[src/rtl/alu_issue_pkg.sv]
// Shared constants for the ALU issue stage: ALU control codes, RV32I opcode/funct3
// values, decoder output struct and the global XLEN default.
`ifndef XLEN
`define XLEN 32
`endif

package alu_issue_pkg;

    localparam logic [3:0] ALU_CTRL_ADD   = 4'd0;
    localparam logic [3:0] ALU_CTRL_SUB   = 4'd1;
    localparam logic [3:0] ALU_CTRL_SLL   = 4'd2;
    localparam logic [3:0] ALU_CTRL_SLT   = 4'd3;
    localparam logic [3:0] ALU_CTRL_SLTU  = 4'd4;
    localparam logic [3:0] ALU_CTRL_XOR   = 4'd5;
    localparam logic [3:0] ALU_CTRL_SRL   = 4'd6;
    localparam logic [3:0] ALU_CTRL_SRA   = 4'd7;
    localparam logic [3:0] ALU_CTRL_OR    = 4'd8;
    localparam logic [3:0] ALU_CTRL_AND   = 4'd9;
    localparam logic [3:0] ALU_CTRL_LUI   = 4'd10;
    localparam logic [3:0] ALU_CTRL_AUIPC = 4'd11;
    localparam logic [3:0] ALU_CTRL_ZERO  = 4'd12;
    localparam logic [3:0] ALU_CTRL_ADDU  = 4'd13;
    localparam logic [3:0] ALU_CTRL_SUBU  = 4'd14;
    localparam logic [3:0] ALU_CTRL_MOVEA = 4'd15;

    localparam logic [6:0] OPC_OP     = 7'b0110011;
    localparam logic [6:0] OPC_OP_IMM = 7'b0010011;
    localparam logic [6:0] OPC_LUI    = 7'b0110111;
    localparam logic [6:0] OPC_AUIPC  = 7'b0010111;
    localparam logic [6:0] OPC_LOAD   = 7'b0000011;
    localparam logic [6:0] OPC_STORE  = 7'b0100011;
    localparam logic [6:0] OPC_BRANCH = 7'b1100011;
    localparam logic [6:0] OPC_JAL    = 7'b1101111;
    localparam logic [6:0] OPC_JALR   = 7'b1100111;

    localparam logic [2:0] F3_ADD_SUB = 3'b000;
    localparam logic [2:0] F3_SLL     = 3'b001;
    localparam logic [2:0] F3_SLT     = 3'b010;
    localparam logic [2:0] F3_SLTU    = 3'b011;
    localparam logic [2:0] F3_XOR     = 3'b100;
    localparam logic [2:0] F3_SRL_SRA = 3'b101;
    localparam logic [2:0] F3_OR      = 3'b110;
    localparam logic [2:0] F3_AND     = 3'b111;

    localparam logic [2:0] F3_BEQ  = 3'b000;
    localparam logic [2:0] F3_BNE  = 3'b001;
    localparam logic [2:0] F3_BLT  = 3'b100;
    localparam logic [2:0] F3_BGE  = 3'b101;
    localparam logic [2:0] F3_BLTU = 3'b110;
    localparam logic [2:0] F3_BGEU = 3'b111;

    typedef enum logic [1:0] {ASEL_RS1, ASEL_PC, ASEL_ZERO} asel_e;
    typedef enum logic [1:0] {BSEL_RS2, BSEL_IMM, BSEL_FOUR} bsel_e;
    typedef enum logic [1:0] {SHSEL_ZERO, SHSEL_IMM, SHSEL_RS2} shsel_e;

    typedef struct packed {
        logic [3:0] aluctrl;
        asel_e      asel;
        bsel_e      bsel;
        shsel_e     shsel;
        logic       rs1_used;
        logic       rs2_used;
        logic       regwrite;
        logic       memread;
    } dec_t;

    // SUB only exists in the register form; the I-form bit 30 is immediate data.
    function automatic logic [3:0] arith_ctrl(input logic [2:0] f3, input logic alt,
                                              input logic is_op);
        logic [3:0] c;
        case (f3)
            F3_ADD_SUB: c = (is_op && alt) ? ALU_CTRL_SUB : ALU_CTRL_ADD;
            F3_SLL:     c = ALU_CTRL_SLL;
            F3_SLT:     c = ALU_CTRL_SLT;
            F3_SLTU:    c = ALU_CTRL_SLTU;
            F3_XOR:     c = ALU_CTRL_XOR;
            F3_SRL_SRA: c = alt ? ALU_CTRL_SRA : ALU_CTRL_SRL;
            F3_OR:      c = ALU_CTRL_OR;
            default:    c = ALU_CTRL_AND;
        endcase
        return c;
    endfunction

    function automatic logic is_shift(input logic [2:0] f3);
        return (f3 == F3_SLL) || (f3 == F3_SRL_SRA);
    endfunction

endpackage

[src/rtl/alu_ctrl_decode.sv]
// Combinational RV32I decode: instruction word -> ALU control code, operand/shamt
// selects, register-use flags, regwrite and memread.
module alu_ctrl_decode
    import alu_issue_pkg::*;
(
    input  logic [31:0] instr_i,
    output dec_t        dec_o
);

    logic [6:0] opc;
    logic [2:0] f3;
    logic       alt;
    logic       unused_instr;

    assign opc          = instr_i[6:0];
    assign f3           = instr_i[14:12];
    assign alt          = instr_i[30];
    assign unused_instr = ^{instr_i[31], instr_i[29:15], instr_i[11:7]};

    always_comb begin
        dec_o         = '0;
        dec_o.aluctrl = ALU_CTRL_MOVEA;
        case (opc)
            OPC_OP: begin
                dec_o.aluctrl  = arith_ctrl(f3, alt, 1'b1);
                dec_o.shsel    = is_shift(f3) ? SHSEL_RS2 : SHSEL_ZERO;
                dec_o.rs1_used = 1'b1;
                dec_o.rs2_used = 1'b1;
                dec_o.regwrite = 1'b1;
            end
            OPC_OP_IMM: begin
                dec_o.aluctrl  = arith_ctrl(f3, alt, 1'b0);
                dec_o.bsel     = BSEL_IMM;
                dec_o.shsel    = is_shift(f3) ? SHSEL_IMM : SHSEL_ZERO;
                dec_o.rs1_used = 1'b1;
                dec_o.regwrite = 1'b1;
            end
            OPC_LUI: begin
                dec_o.aluctrl  = ALU_CTRL_LUI;
                dec_o.asel     = ASEL_ZERO;
                dec_o.bsel     = BSEL_IMM;
                dec_o.regwrite = 1'b1;
            end
            OPC_AUIPC: begin
                dec_o.aluctrl  = ALU_CTRL_AUIPC;
                dec_o.asel     = ASEL_PC;
                dec_o.bsel     = BSEL_IMM;
                dec_o.regwrite = 1'b1;
            end
            OPC_LOAD: begin
                dec_o.aluctrl  = ALU_CTRL_ADD;
                dec_o.bsel     = BSEL_IMM;
                dec_o.rs1_used = 1'b1;
                dec_o.regwrite = 1'b1;
                dec_o.memread  = 1'b1;
            end
            OPC_STORE: begin
                dec_o.aluctrl  = ALU_CTRL_ADD;
                dec_o.bsel     = BSEL_IMM;
                dec_o.rs1_used = 1'b1;
                dec_o.rs2_used = 1'b1;
            end
            OPC_BRANCH: begin
                case (f3)
                    F3_BEQ, F3_BNE:   dec_o.aluctrl = ALU_CTRL_ZERO;
                    F3_BLT, F3_BGE:   dec_o.aluctrl = ALU_CTRL_ADDU;
                    F3_BLTU, F3_BGEU: dec_o.aluctrl = ALU_CTRL_SUBU;
                    default:          dec_o.aluctrl = ALU_CTRL_MOVEA;
                endcase
                dec_o.rs1_used = 1'b1;
                dec_o.rs2_used = 1'b1;
            end
            OPC_JAL, OPC_JALR: begin
                // ALU produces the link value pc+4; the target is computed elsewhere.
                dec_o.aluctrl  = ALU_CTRL_ADD;
                dec_o.asel     = ASEL_PC;
                dec_o.bsel     = BSEL_FOUR;
                dec_o.rs1_used = (opc == OPC_JALR);
                dec_o.regwrite = 1'b1;
            end
            default: ;
        endcase
    end

endmodule

[src/rtl/alu_issue_stage.sv]
// ID->EX issue stage: operand select/forwarding, hazard detection and the ID/EX
// register. Define ALU_ISSUE_FWD_EN to enable MEM/WB operand forwarding.
module alu_issue_stage
    import alu_issue_pkg::*;
#(
    parameter int XLEN = `XLEN
) (
    input  logic            clk,
    input  logic            rstn,
    input  logic            id_valid,
    input  logic [31:0]     id_instr,
    input  logic [XLEN-1:0] id_pc,
    input  logic [XLEN-1:0] id_imm,
    input  logic [XLEN-1:0] id_rs1_data,
    input  logic [XLEN-1:0] id_rs2_data,
    input  logic            ex_stall,
    input  logic            flush,
    input  logic [4:0]      mem_rd,
    input  logic            mem_regwrite,
    input  logic [XLEN-1:0] mem_result,
    input  logic [4:0]      wb_rd,
    input  logic            wb_regwrite,
    input  logic [XLEN-1:0] wb_result,
    output logic            id_stall,
    output logic            ex_valid,
    output logic [XLEN-1:0] ex_a,
    output logic [XLEN-1:0] ex_b,
    output logic [4:0]      ex_shamt,
    output logic [3:0]      ex_aluctrl,
    output logic [4:0]      ex_rd,
    output logic            ex_regwrite,
    output logic            ex_memread
);

    dec_t            dec;
    logic [4:0]      rs1, rs2, rd;
    logic [XLEN-1:0] rs1_val, rs2_val;
    logic            load_use, dep_hazard, hazard;

    logic            ex_valid_q, ex_regwrite_q, ex_memread_q;
    logic [XLEN-1:0] ex_a_q, ex_b_q, ex_a_d, ex_b_d;
    logic [4:0]      ex_shamt_q, ex_shamt_d, ex_rd_q;
    logic [3:0]      ex_aluctrl_q;
    logic            ex_regwrite_d;

    assign rs1 = id_instr[19:15];
    assign rs2 = id_instr[24:20];
    assign rd  = id_instr[11:7];

    alu_ctrl_decode u_dec (
        .instr_i (id_instr),
        .dec_o   (dec)
    );

`ifdef ALU_ISSUE_FWD_EN
    // MEM is the younger writer, so it wins over WB.
    always_comb begin
        rs1_val = id_rs1_data;
        if (mem_regwrite && mem_rd == rs1 && rs1 != 5'd0)
            rs1_val = mem_result;
        else if (wb_regwrite && wb_rd == rs1 && rs1 != 5'd0)
            rs1_val = wb_result;
    end

    always_comb begin
        rs2_val = id_rs2_data;
        if (mem_regwrite && mem_rd == rs2 && rs2 != 5'd0)
            rs2_val = mem_result;
        else if (wb_regwrite && wb_rd == rs2 && rs2 != 5'd0)
            rs2_val = wb_result;
    end

    assign dep_hazard = 1'b0;
`else
    logic rs1_busy, rs2_busy;
    logic unused_results;

    assign rs1_val        = id_rs1_data;
    assign rs2_val        = id_rs2_data;
    assign unused_results = ^{mem_result, wb_result};

    // Without forwarding any in-flight writer of a source register must drain first.
    assign rs1_busy = (rs1 != 5'd0) &&
                      ((ex_valid_q && ex_regwrite_q && ex_rd_q == rs1) ||
                       (mem_regwrite && mem_rd == rs1) ||
                       (wb_regwrite && wb_rd == rs1));
    assign rs2_busy = (rs2 != 5'd0) &&
                      ((ex_valid_q && ex_regwrite_q && ex_rd_q == rs2) ||
                       (mem_regwrite && mem_rd == rs2) ||
                       (wb_regwrite && wb_rd == rs2));

    assign dep_hazard = (dec.rs1_used && rs1_busy) || (dec.rs2_used && rs2_busy);
`endif

    assign load_use = ex_valid_q && ex_memread_q && (ex_rd_q != 5'd0) &&
                      ((ex_rd_q == rs1 && dec.rs1_used) || (ex_rd_q == rs2 && dec.rs2_used));
    assign hazard   = load_use || dep_hazard;
    assign id_stall = ex_stall || hazard;

    always_comb begin
        case (dec.asel)
            ASEL_PC:   ex_a_d = id_pc;
            ASEL_ZERO: ex_a_d = '0;
            default:   ex_a_d = rs1_val;
        endcase
        case (dec.bsel)
            BSEL_IMM:  ex_b_d = id_imm;
            BSEL_FOUR: ex_b_d = XLEN'(4);
            default:   ex_b_d = rs2_val;
        endcase
        case (dec.shsel)
            SHSEL_IMM: ex_shamt_d = id_imm[4:0];
            SHSEL_RS2: ex_shamt_d = rs2_val[4:0];
            default:   ex_shamt_d = 5'd0;
        endcase
        ex_regwrite_d = dec.regwrite && (rd != 5'd0);
    end

    // Priority: flush, then stall hold, then bubble, then normal issue.
    always_ff @(posedge clk or negedge rstn) begin
        if (!rstn) begin
            ex_valid_q    <= 1'b0;
            ex_a_q        <= '0;
            ex_b_q        <= '0;
            ex_shamt_q    <= '0;
            ex_aluctrl_q  <= '0;
            ex_rd_q       <= '0;
            ex_regwrite_q <= 1'b0;
            ex_memread_q  <= 1'b0;
        end else if (flush) begin
            ex_valid_q    <= 1'b0;
            ex_regwrite_q <= 1'b0;
            ex_memread_q  <= 1'b0;
        end else if (ex_stall) begin
            ex_valid_q    <= ex_valid_q;
        end else if (hazard) begin
            ex_valid_q    <= 1'b0;
            ex_regwrite_q <= 1'b0;
            ex_memread_q  <= 1'b0;
        end else begin
            ex_valid_q    <= id_valid;
            ex_a_q        <= ex_a_d;
            ex_b_q        <= ex_b_d;
            ex_shamt_q    <= ex_shamt_d;
            ex_aluctrl_q  <= dec.aluctrl;
            ex_rd_q       <= rd;
            ex_regwrite_q <= ex_regwrite_d;
            ex_memread_q  <= dec.memread;
        end
    end

    assign ex_valid    = ex_valid_q;
    assign ex_a        = ex_a_q;
    assign ex_b        = ex_b_q;
    assign ex_shamt    = ex_shamt_q;
    assign ex_aluctrl  = ex_aluctrl_q;
    assign ex_rd       = ex_rd_q;
    assign ex_regwrite = ex_regwrite_q;
    assign ex_memread  = ex_memread_q;

endmodule

[config.mk]
export PLATFORM = sky130hd
export DESIGN_NAME = alu_issue_stage
export DESIGN_NICKNAME = d
export VERILOG_FILES = /design/src/rtl/alu_issue_pkg.sv /design/src/rtl/alu_ctrl_decode.sv /design/src/rtl/alu_issue_stage.sv
export SDC_FILE = /design/constraint.sdc
export NUM_CORES = 1
export LEC_CHECK = 0
export CAP_MARGIN = 20
export CORE_ASPECT_RATIO = 0.7
export CORE_MARGIN = 5
export CORE_UTILIZATION = 36
export DETAILED_ROUTE_END_ITERATION = 10
export GPL_TIMING_DRIVEN = 0
export PLACE_DENSITY = 0.9
export SYNTH_ARGS = -nofsm -noshare
export SYNTH_HDL_FRONTEND = slang
export SYNTH_SLANG_ARGS = --single-unit
[constraint.sdc]
create_clock -name clk -period 2.7 [get_ports clk]
set_input_delay 0.27 -clock clk [delete_from_list [all_inputs] [get_ports clk]]
set_output_delay 0.27 -clock clk [all_outputs]
set_load 0.01 [all_outputs]
# Word-level counts from Yosys, hierarchy flattened
# Cells that the tools add are included.
# word_totals
ram_bits,0
romBits,0
wordCells,109
input_bits,241
regBits,81
memories,0
output_inout_bits,82
latch_bits,0
# classes
bitwise_logic,3
reduce_logical,42
eq_ne,29
add_sub_neg,0
order_cmp,0
n_shift,0
div_mod_pow,0
n_mul,0
mux,27
# ops
cell,n
case mux 32 bit (2 select lines),2
case mux 4 bit (7 select lines),2
equality test 5 bit,6
case mux 4 bit (6 select lines),1
"equality test 7 x 6 -> 1 bit, second input constant",3
"equality test 7 bit, second input constant",3
nonzero test 5 bit,4
logical AND 1 bit,17
2-to-1 mux 1 bit,15
"equality test 7 x 5 -> 1 bit, second input constant",2
"equality test 3 bit, second input constant",4
case mux 2 bit (2 select lines),3
case mux 5 bit (2 select lines),1
OR reduction 5 bit,2
logical OR 1 bit,9
OR reduction 2 bit,4
"equality test 7 x 2 -> 1 bit, second input constant",1
OR reduction 7 bit,1
"equality test 2 x 1 -> 1 bit, second input constant",3
"equality test 2 bit, second input constant",3
"equality test 3 x 2 -> 1 bit, second input constant",2
case mux 2 bit (3 select lines),1
OR reduction 3 bit,2
OR reduction 4 bit,1
7 further kinds,9

# Depth between registers and ports, before layout
# Gate-level depths: netlist (run 1).
# logic_depth
word_depth,11
ltp_mapped,12
depth_no_buf,9

# Modules after synthesis
# From an unflattened synthesis (run 1), not the netlist that was laid out.
# unflattened
hier_cells,404
area_unflattened_um2,4733.3
# modules_own_cells
mod,n_inst,cells_per_inst,seq_area_each_um2,area_per_inst_um2
alu_issue_stage,1,343,2026.9,4307.9
alu_ctrl_decode,1,61,0.0,425.4

# Worst setup path after synthesis (run 1)
# OpenSTA, ideal clock, no wires.
# synth_path
kind,reg2reg
from,"register ex_rd_q[0], in the netlist ex_rd[0]"
to,"register ex_a_q[0], in the netlist ex_a[0]"
synth_period_minus_slack_ps,2471
path_stages_with_launch,9
arrival_ps,2346
t_required_ps,2575
slack_ps,229
setup_time_ps,125
n_path_buf,2
path_cell_list,dfrtp_1 > or4_1 > o21ai_1 > a2111oi_0 > a211oi_2 > nand3b_2 > buf_4 > buf_6 > mux2_4
# synth_between
elab_chain_len,10
word_cells_on_any_way,22
classes_between,eq/ne: 2; bitwise: 1; reduce/logical: 19
# synth_rtl
element,line_no,source
from (decl),alu_issue_stage.sv:42,"logic [4:0] ex_shamt_q, ex_shamt_d, ex_rd_q;"
from (signal assigned),alu_issue_stage.sv:146,ex_rd_q <= rd;
equality test 5 bit (on tied branches),"alu_issue_stage.sv:84, alu_issue_stage.sv:96, alu_issue_stage.sv:88",
logical AND 1 bit (on tied branches),"alu_issue_stage.sv:84, alu_issue_stage.sv:88",
logical OR 1 bit (on tied branches),"alu_issue_stage.sv:84, alu_issue_stage.sv:88",
logical OR 1 bit (on tied branches),"alu_issue_stage.sv:85, alu_issue_stage.sv:89",
logical AND 1 bit (on tied branches),"alu_issue_stage.sv:83, alu_issue_stage.sv:87",
logical AND 1 bit,alu_issue_stage.sv:92,assign dep_hazard = (dec.rs1_used && rs1_busy) || (dec.rs2_used && rs2_busy);
logical OR 1 bit,alu_issue_stage.sv:92,
logical OR 1 bit (*),alu_issue_stage.sv:97,assign hazard = load_use || dep_hazard;
NOT 1 bit (no source line) (*),n/a,
AND reduction 3 bit (no source line) (*),n/a,
to (signal assigned),alu_issue_stage.sv:123,ex_a_q <= '0;
to (signal assigned),alu_issue_stage.sv:142,ex_a_q <= ex_a_d;
to (decl),alu_issue_stage.sv:41,"logic [XLEN-1:0] ex_a_q, ex_b_q, ex_a_d, ex_b_d;"
# Every way passes the cells marked *; elsewhere a longest branch is shown, timed or not.
# A chain may end at the register's enable or synchronous reset.

# Final worst setup path (run 1)
# layout_path
from,input port id_instr[16]
to,"register ex_a_q[3], in the netlist ex_a[3]"
# layout_between
elab_chain_len,10
word_cells_on_any_way,18
classes_between,eq/ne: 3; bitwise: 1; reduce/logical: 14
# layout_rtl
element,line_no,source
from (decl),alu_issue_stage.sv:11,"input logic [31:0] id_instr,"
equality test 5 bit (on tied branches),"alu_issue_stage.sv:84, alu_issue_stage.sv:96, alu_issue_stage.sv:85",
logical AND 1 bit (on tied branches),"alu_issue_stage.sv:84, alu_issue_stage.sv:85",
logical OR 1 bit,alu_issue_stage.sv:84,((ex_valid_q && ex_regwrite_q && ex_rd_q == rs1) ||
logical OR 1 bit,alu_issue_stage.sv:85,(mem_regwrite && mem_rd == rs1) ||
logical AND 1 bit,alu_issue_stage.sv:83,assign rs1_busy = (rs1 != 5'd0) &&
logical AND 1 bit,alu_issue_stage.sv:92,
logical OR 1 bit,alu_issue_stage.sv:92,
logical OR 1 bit (*),alu_issue_stage.sv:97,
NOT 1 bit (no source line) (*),n/a,
AND reduction 3 bit (no source line) (*),n/a,
# Marked as above.

==> results of run 1 <==
[how the worst max path moves through the flow]
stage | slack (ns) | cells past startpoint | endpoint | from
floorplan | 0.23 | 8 | ex_a[0] | ex_rd[0]
global placement | -1.50 | 1 | ex_a[27] | rstn
detailed placement | -0.86 | 13 | ex_b[25] | id_instr[2]
CTS | 0.01 | 10 | ex_a[30] | id_instr[1]
global route | -0.004 | 10 | ex_a[7] | id_instr[16]
finish | 0.06 | 10 | ex_a[3] | id_instr[16]
[cell usage after synthesis, types with 5 or more instances]
| cell | number | area, um2 |
|---|---|---|
| sky130_fd_sc_hd__a21oi_1 | 5 | 25.0 |
| sky130_fd_sc_hd__a22o_1 | 60 | 526 |
| sky130_fd_sc_hd__a22oi_1 | 5 | 37.5 |
| sky130_fd_sc_hd__buf_2 | 5 | 25.0 |
| sky130_fd_sc_hd__clkbuf_1 | 21 | 78.8 |
| sky130_fd_sc_hd__dfrtp_1 | 81 | 2030 |
| sky130_fd_sc_hd__ha_1 | 5 | 62.6 |
| sky130_fd_sc_hd__inv_1 | 10 | 37.5 |
| sky130_fd_sc_hd__mux2_2 | 58 | 653 |
| sky130_fd_sc_hd__mux2_4 | 20 | 300 |
| sky130_fd_sc_hd__nand2_1 | 22 | 82.6 |
| sky130_fd_sc_hd__nand4_1 | 7 | 43.8 |
| sky130_fd_sc_hd__nor2_1 | 17 | 63.8 |
| sky130_fd_sc_hd__o21ai_0 | 14 | 70.1 |
| sky130_fd_sc_hd__xnor2_1 | 26 | 228 |
[cell type report]
| cell class | count | area [um2] |
|---|---|---|
| fill | 992 | 4710 |
| multi-input combinational | 290 | 2560 |
| timing repair buffer | 254 | 2550 |
| sequential | 81 | 2030 |
| clock buffer | 9 | 225 |
| tap | 162 | 203 |
| buffer | 27 | 141 |
| clock inverter | 7 | 101 |
| inverter | 10 | 37.5 |
[worst register-to-register path, cell delays in order (launching register included)]
cell                        delay [ns]
sky130_fd_sc_hd__dfrtp_2          0.46
sky130_fd_sc_hd__or4_4            0.57
sky130_fd_sc_hd__o21ai_4          0.19
sky130_fd_sc_hd__a2111oi_4        0.10
sky130_fd_sc_hd__a211oi_2         0.18
sky130_fd_sc_hd__buf_4            0.16
sky130_fd_sc_hd__nand3b_4         0.13
sky130_fd_sc_hd__buf_6            0.19
sky130_fd_sc_hd__buf_8            0.16
sky130_fd_sc_hd__mux2_4           0.31
[repair_timing]
item / 4_1_cts / 5_1_grt
endpoints found under the hold margin: 23 / 0
resized for setup: 17 / 12
endpoints found under the setup margin: 78 / 56
setup buffers: 4 / 0
pin swaps: 4 / 1
hold buffers: 1 / 0
[where the power goes]
group          total (mW)  internal [mW]  switching [mW]
sequential           1.50           1.38           0.116
combinational        1.21          0.776           0.433
clock                1.35          0.822           0.525
[kinds of logic (layout without fill, tap and decap cells)]
kind of cell             after synthesis  in the layout
AO/OA/AOI/OAI                        102            102
XOR/XNOR                              30             30
adder cells (fa/ha/maj)                5              5
buffers and inverters                 39            307
flip-flops                            81             81
multiplexers                          79             79
AND/OR/NAND/NOR                       74             74
[registers in the layout (all words and copies together) (netlist names)]
register	flops
ex_b	32
ex_rd	5
ex_a	32
ex_shamt	5
ex_regwrite	1
ex_memread	1
ex_aluctrl	4
ex_valid	1
[stage by stage]
stage | hold WS (ns) | power (mW) | area (um2) | worst slack [ns]
after floorplan | -0.0256 | 1.95 | 4670 | 0.229
after global placement | 0.487 | 2.66 | 7360 | -1.50
after detailed placement | 0.208 | 2.71 | 7380 | -0.865
after CTS | 0.396 | 4.09 | 7800 | 0.00990
after global routing | 0.425 | 4.22 | 7840 | -0.00419
final | 0.392 | 4.05 | 7840 | 0.0643
[metal layers]
metal / vias up / GRT usage / share of wire
met2: 196 / 0.361 / 0.51
met1: 2134 / 0.248 / 0.40
met4: 0 / 0.0416 / 0.012
met5: - / 0 / 0
met3: 16 / 0.0704 / 0.080
li1: 2055 / - / -
==> run summary, run 1 <==
SETUP PATH
-----------------------------------------------------------------------------------------
Worst EP required                                                                 2.91 ns
Kind of end point of the critical path                                          flip-flop
Critical path class                                                                in2reg
Crit path buffers/inverters                                                             4
Critical-path maximum fanout                                                           10
R2r endpoint                                                                      ex_a[3]
Slowest cell delay on critical path                                               0.61 ns
CP Data Arrival Time                                                              2.84 ns
List of cells traversed by the critical path                                 clkdlybuf4s50_1 > or4_4 > o21ai_2 > a2111oi_4 > a211oi_2 > buf_4 > nand3b_4 > buf_6 > buf_8 > mux2_4
Cell type of the slowest stage on the worst timing path                      sky130_fd_sc_hd__or4_4
Family with the most delay on the worst path                                 buffers and inverters
Worst Reg-to-Reg Cells                                                                  9
R2R setup slack                                                                   0.13 ns
Reg2reg start                                                                    ex_rd[0]
Kind of start point of the critical path                                        input pin

PLACEMENT
-----------------------------------------------------------------------------------------
Detailed placer's ending HPWL                                                     13.2 mm
Buffers on Ports                                                                      248
Cell count after placement                                                            821
Placer congestion estimate                                                          0.891

POWER AND IR DROP
-----------------------------------------------------------------------------------------
Leakage                                                                           3.20 nW
Maximum vdd ir drop                                                                281 uV
Total power per unit cell area                                                 517 nW/um2

TIMING
-----------------------------------------------------------------------------------------
F_max                                                                             379 MHz
Final Setup Violations                                                                  0
Remaining max-slew budget at the tightest pin                                       0.621
Min Tclk post-route                                                               2.64 ns
Final clock skew                                                                0.0114 ns
Count of pins over their slew limit                                                     0
Final-report hold violation count                                                       0
Final period util                                                                   0.976
Slew of the pin with the lowest slew margin                                      0.568 ns
Setup TNS                                                                            0 ns

FINAL LAYOUT
-----------------------------------------------------------------------------------------
Final core utilization                                                              0.625
Final Non-Filler Cells                                                                840
Number of nets in the layout                                                          919
Fraction of layout cells with a size suffix above 1                                 0.189
Highest-count cells in the layout ignoring fill and taps                     sky130_fd_sc_hd__clkdlybuf4s50_1, sky130_fd_sc_hd__dfrtp_1, sky130_fd_sc_hd__a22o_1, sky130_fd_sc_hd__mux2_2, sky130_fd_sc_hd__xnor2_1
Area added between synthesis and finish                                             67.7%
Most common library cell in the layout ignoring fill and taps                sky130_fd_sc_hd__clkdlybuf4s50_1
Inserted Diodes                                                                         0

LOGIC SYNTHESIS
-----------------------------------------------------------------------------------------
Mapped Nets                                                                           656
Flop and latch count out of synthesis                                                  81
Proportion of register bits with asynchronous set or reset after synthesis           1.00
Multiplexer share of the synthesized area                                           0.206
Yosys synthesis warning count                                                           0
Post-synthesis simple-gate area fraction                                           0.0811
Number of synthesized flops with an enable pin                                          0
Compound-gate portion of the synthesized area                                       0.173
Post-synthesis sequential area ratio                                                0.434
Synth Area in Adders                                                               0.0134
Combinational family with the most area after synthesis                      multiplexers
Area of the mapped netlist                                                       4670 um2
Post-synthesis xor/xnor area fraction                                              0.0562
Predominant post-synthesis flop cell                                         sky130_fd_sc_hd__dfrtp_1
Synthesized netlist cell count                                                        410
Mean instance size in the synthesized netlist                                    11.4 um2
Number of library cell types mapped by synthesis                                       44

DRT
-----------------------------------------------------------------------------------------
DRC violation count after routing                                                       0
Number of iterations in the first detailed-routing pass                                 4
Final WL                                                                          16.4 mm
Routed Antenna Nets                                                                     0
Via Count                                                                           4,401
Per-cell via count in the routed design                                              5.24
Wire length per cell                                                              19.5 um
Violation count after the first detailed-route iteration                              138

GLOBAL ROUTE
-----------------------------------------------------------------------------------------
Remaining global-route overflow                                                         0
Number of antenna violations at the first check in global routing                       1
Maximum number of pins on one net before global-route repair                           59
Global-route wire length before repair                                            25.9 mm
Global router's overall resource usage                                              0.206
Number of global-route vias before repair                                           4,833

CTS
-----------------------------------------------------------------------------------------
Sinks on the clock net                                                                 81
Clock latency reported for the late side of the worst-skew pair                   0.33 ns
Clock slew at reported path FFs                                                   0.07 ns
Buffer cell driving the clock tree root                                      sky130_fd_sc_hd__clkbuf_16
CTS tree                                                                             done
Clock tree buffer depth                                                                 2
Number of H-tree branching levels                                                       3
TritonCTS Buffers                                                                       9

WORST HOLD PATH
-----------------------------------------------------------------------------------------
Hold Path Class                                                                  in2async

FLOORPLAN
-----------------------------------------------------------------------------------------
Die boundary height                                                                105 um
I/O pin count                                                                         323
Initial cell density of the core                                                    0.372
Die span in x                                                                      146 um
Die footprint                                                                  15,400 um2
Number of placement rows                                                               34
Core Region                                                                    12,500 um2

RUN
-----------------------------------------------------------------------------------------
Max-capacitance violation count                                                         0

RUN STATUS
-----------------------------------------------------------------------------------------
Status                                                                       finished, final reports clean

Power figures use the tool's default switching activity.
==> inputs of run 2 (changes only) <==
clock period = 2.8 ns   (was 2.7 ns; I/O delays follow)
==> run summary, run 2 (synthesized netlist as in run 1, its figures left out) <==
CTS
--------------------------------------------------------------------------------
CTS tree                                                                    done   unchanged
Clock tree buffer depth                                                        2   unchanged
Clock slew at reported path FFs                                          0.07 ns   about the same
Clock latency reported for the late side of the worst-skew pair          0.33 ns   about the same
TritonCTS Buffers                                                              9   unchanged
Buffer cell driving the clock tree root                             sky130_fd_sc_hd__clkbuf_16   unchanged
Sinks on the clock net                                                        81   unchanged
Number of H-tree branching levels                                              3   unchanged

POWER AND IR DROP
--------------------------------------------------------------------------------
Internal power                                                           2.87 mW   was 2.98 mW
Total power per unit cell area                                        500 nW/um2   was 517 nW/um2
Leakage                                                                  3.18 nW   was 3.20 nW
Part of the total power dissipated in combinational logic                  0.297   was 0.298
Total power                                                              3.90 mW   was 4.05 mW
Clock share of power                                                       0.333   was 0.332
Maximum vdd ir drop                                                       270 uV   was 281 uV
Sequential share of power                                                  0.370   about the same
Net switching component of the power                                     1.03 mW   was 1.07 mW
Switching part of the total                                                0.264   was 0.265

FLOORPLAN
--------------------------------------------------------------------------------
Die span in x                                                             146 um   unchanged
Core Region                                                           12,500 um2   unchanged
Number of placement rows                                                      34   unchanged
I/O pin count                                                                323   unchanged
Die footprint                                                         15,400 um2   unchanged
Die boundary height                                                       105 um   unchanged
Initial cell density of the core                                           0.372   unchanged

RUN
--------------------------------------------------------------------------------
Max-capacitance violation count                                                0   unchanged

GLOBAL ROUTE
--------------------------------------------------------------------------------
Busiest metal layer after global routing                                    met2   unchanged
Global router's overall resource usage                                     0.205   was 0.206
Number of antenna violations at the first check in global routing              1   unchanged
Number of global-route vias before repair                                  4,817   was 4,833
Maximum number of pins on one net before global-route repair                  59   unchanged
Global-route wire length before repair                                   25.8 mm   was 25.9 mm
Fraction of met2 tracks used by global routing                             0.361   about the same
Met3 routing resource usage after global routing                          0.0691   was 0.0704
Met1 Use GR                                                                0.248   unchanged
Remaining global-route overflow                                                0   unchanged

PLACEMENT
--------------------------------------------------------------------------------
Post-placement setup slack                                             -0.775 ns   was -0.865 ns
Cell count after placement                                                   821   unchanged
Placer congestion estimate                                                 0.891   unchanged
Buffers on Ports                                                             248   unchanged
Detailed placer's ending HPWL                                            13.2 mm   unchanged

SETUP PATH
--------------------------------------------------------------------------------
Critical-path maximum fanout                                                  10   unchanged
Slowest cell delay on critical path                                      0.44 ns   was 0.61 ns
Critical path class                                                       in2reg   unchanged
List of cells traversed by the critical path                        clkdlybuf4s50_1 > clkbuf_2 > or2_2 > a211o_1 > a2111oi_2 > a211oi_2 > buf_4 > nand3b_4 > buf_6 > buf_6 > mux2_4   was clkdlybuf4s50_1 > or4_4 > o21ai_2 > a2111oi_4 > a211oi_2 > buf_4 > nand3b_4 > buf_6 > buf_8 > mux2_4
Kind of start point of the critical path                               input pin   unchanged
CP Data Arrival Time                                                     2.91 ns   was 2.84 ns
Worst EP required                                                        3.01 ns   was 2.91 ns
Cell type of the slowest stage on the worst timing path             sky130_fd_sc_hd__clkdlybuf4s50_1   was sky130_fd_sc_hd__or4_4
Dominant cell type by count on the critical path                    sky130_fd_sc_hd__buf_6
Kind of end point of the critical path                                 flip-flop   unchanged

TIMING
--------------------------------------------------------------------------------
Final clock skew                                                       0.0104 ns   was 0.0114 ns
Remaining max-slew budget at the tightest pin                              0.620   was 0.621
Worst slack on hold paths                                               0.403 ns   was 0.392 ns
Final Setup Violations                                                         0   unchanged
Count of pins over their slew limit                                            0   unchanged
F_max                                                                    370 MHz
Slew of the pin with the lowest slew margin                             0.569 ns   was 0.568 ns
Final period util                                                          0.965
Unrepaired setup endpoints after global routing                               no
Final-report hold violation count                                              0   unchanged
Min Tclk post-route                                                      2.70 ns
Worst-case setup margin in the final layout                            0.0976 ns   was 0.0643 ns

DRT
--------------------------------------------------------------------------------
DRC violation count after routing                                              0   unchanged
Violation count after the first detailed-route iteration                     131   was 138
Routed Antenna Nets                                                            0   unchanged
Per-cell via count in the routed design                                     5.23   was 5.24
Wire length per cell                                                     19.5 um   about the same
Number of iterations in the first detailed-routing pass                        4   unchanged
Final WL                                                                 16.4 mm   about the same
Via Count                                                                  4,392   was 4,401

FINAL LAYOUT
--------------------------------------------------------------------------------
Number of nets in the layout                                                 918   was 919
Final Non-Filler Cells                                                       839   was 840
Highest-count cells in the layout ignoring fill and taps            sky130_fd_sc_hd__clkdlybuf4s50_1, sky130_fd_sc_hd__dfrtp_1, sky130_fd_sc_hd__a22o_1, sky130_fd_sc_hd__mux2_2, sky130_fd_sc_hd__xnor2_1   unchanged
Inserted Diodes                                                                0   unchanged
Most common library cell in the layout ignoring fill and taps       sky130_fd_sc_hd__clkdlybuf4s50_1   unchanged
Area added between synthesis and finish                                    66.7%   was 67.7%
Fraction of layout cells with a size suffix above 1                        0.180   was 0.189

RUN STATUS
--------------------------------------------------------------------------------
Status                                                              finished, final reports clean   unchanged

WORST HOLD PATH
--------------------------------------------------------------------------------
Hold Path Class                                                         in2async   unchanged

-- run 2: critical path, delay by kind of cell --
| family | cells | cell delay, ns |
|---|---|---|
| simple gates | 2 | 0.42 |
| buf+inv | 5 | 1.18 |
| compound gates | 3 | 0.70 |
| mux | 1 | 0.32 |
-- run 2: final timing paths --
path | start | endpoint | slack [ns] | depth (start not counted)
min in group clk | ex_a[29] | ex_a[29] | 0.50 | 1
setup / recovery | id_instr[2] | ex_a[3] | 0.1 | 11
setup reg to reg | ex_rd[0] | ex_a[3] | 0.15 | 9
max in group asynchronous | rstn | ex_a[11] | 1.80 | 3
hold / removal | rstn | ex_aluctrl[0] | 0.40 | 2
hold reg to reg | ex_a[29] | ex_a[29] | 0.50 | 1
-- run 2: repair_timing --
action,CTS,global route
hold endpoints to repair,23,0
hold buffers,1,0
resized for setup,14,3
pin swaps,5,0
setup endpoints to repair,62,45
setup buffers,4,0
-- run 2: power groups by stage --
stage / combinational (mW) / sequential (mW) / clock [mW]
6_report: 1.16 / 1.44 / 1.30
2_1_floorplan: 0.361 / 1.52 / 0
3_3_place_gp: 1.12 / 1.45 / 0
5_1_grt: 1.23 / 1.46 / 1.37
3_5_place_dp: 1.15 / 1.46 / 0
4_1_cts: 1.17 / 1.44 / 1.33
-- run 2: cell type report --
class | instances | area (um2)
Fill cell | 994 | 4760
Timing Repair Buffer | 254 | 2540
Multi-Input combinational cell | 290 | 2520
Sequential cell | 81 | 2030
Clock buffer | 9 | 225
Tap cell | 162 | 203
Buffer | 26 | 131
Clock inverter | 7 | 101
Inverter | 10 | 37.5
-- run 2: stage by stage --
step | util | TNS (ns) | area, um2
floorplan | - | 0 | 4670
global placement | 0.586 | -143.72 | 7360
detailed placement | 0.588 | -35.15 | 7380
CTS | 0.620 | 0 | 7780
global route | 0.621 | 0 | 7790
finish | 0.621 | 0 | 7790
-- run 2: layer usage --
metal	vias to the layer above	part of all wire
li1	2052	-
met2	211	0.51
met1	2113	0.40
met5	-	0
met4	0	0.012
met3	16	0.082
==> inputs of run 3 (changes only) <==
CAP_MARGIN = default   (was 20)
==> results of run 3 <==
Final layout, timing and power as in run 2 (identical DEF).
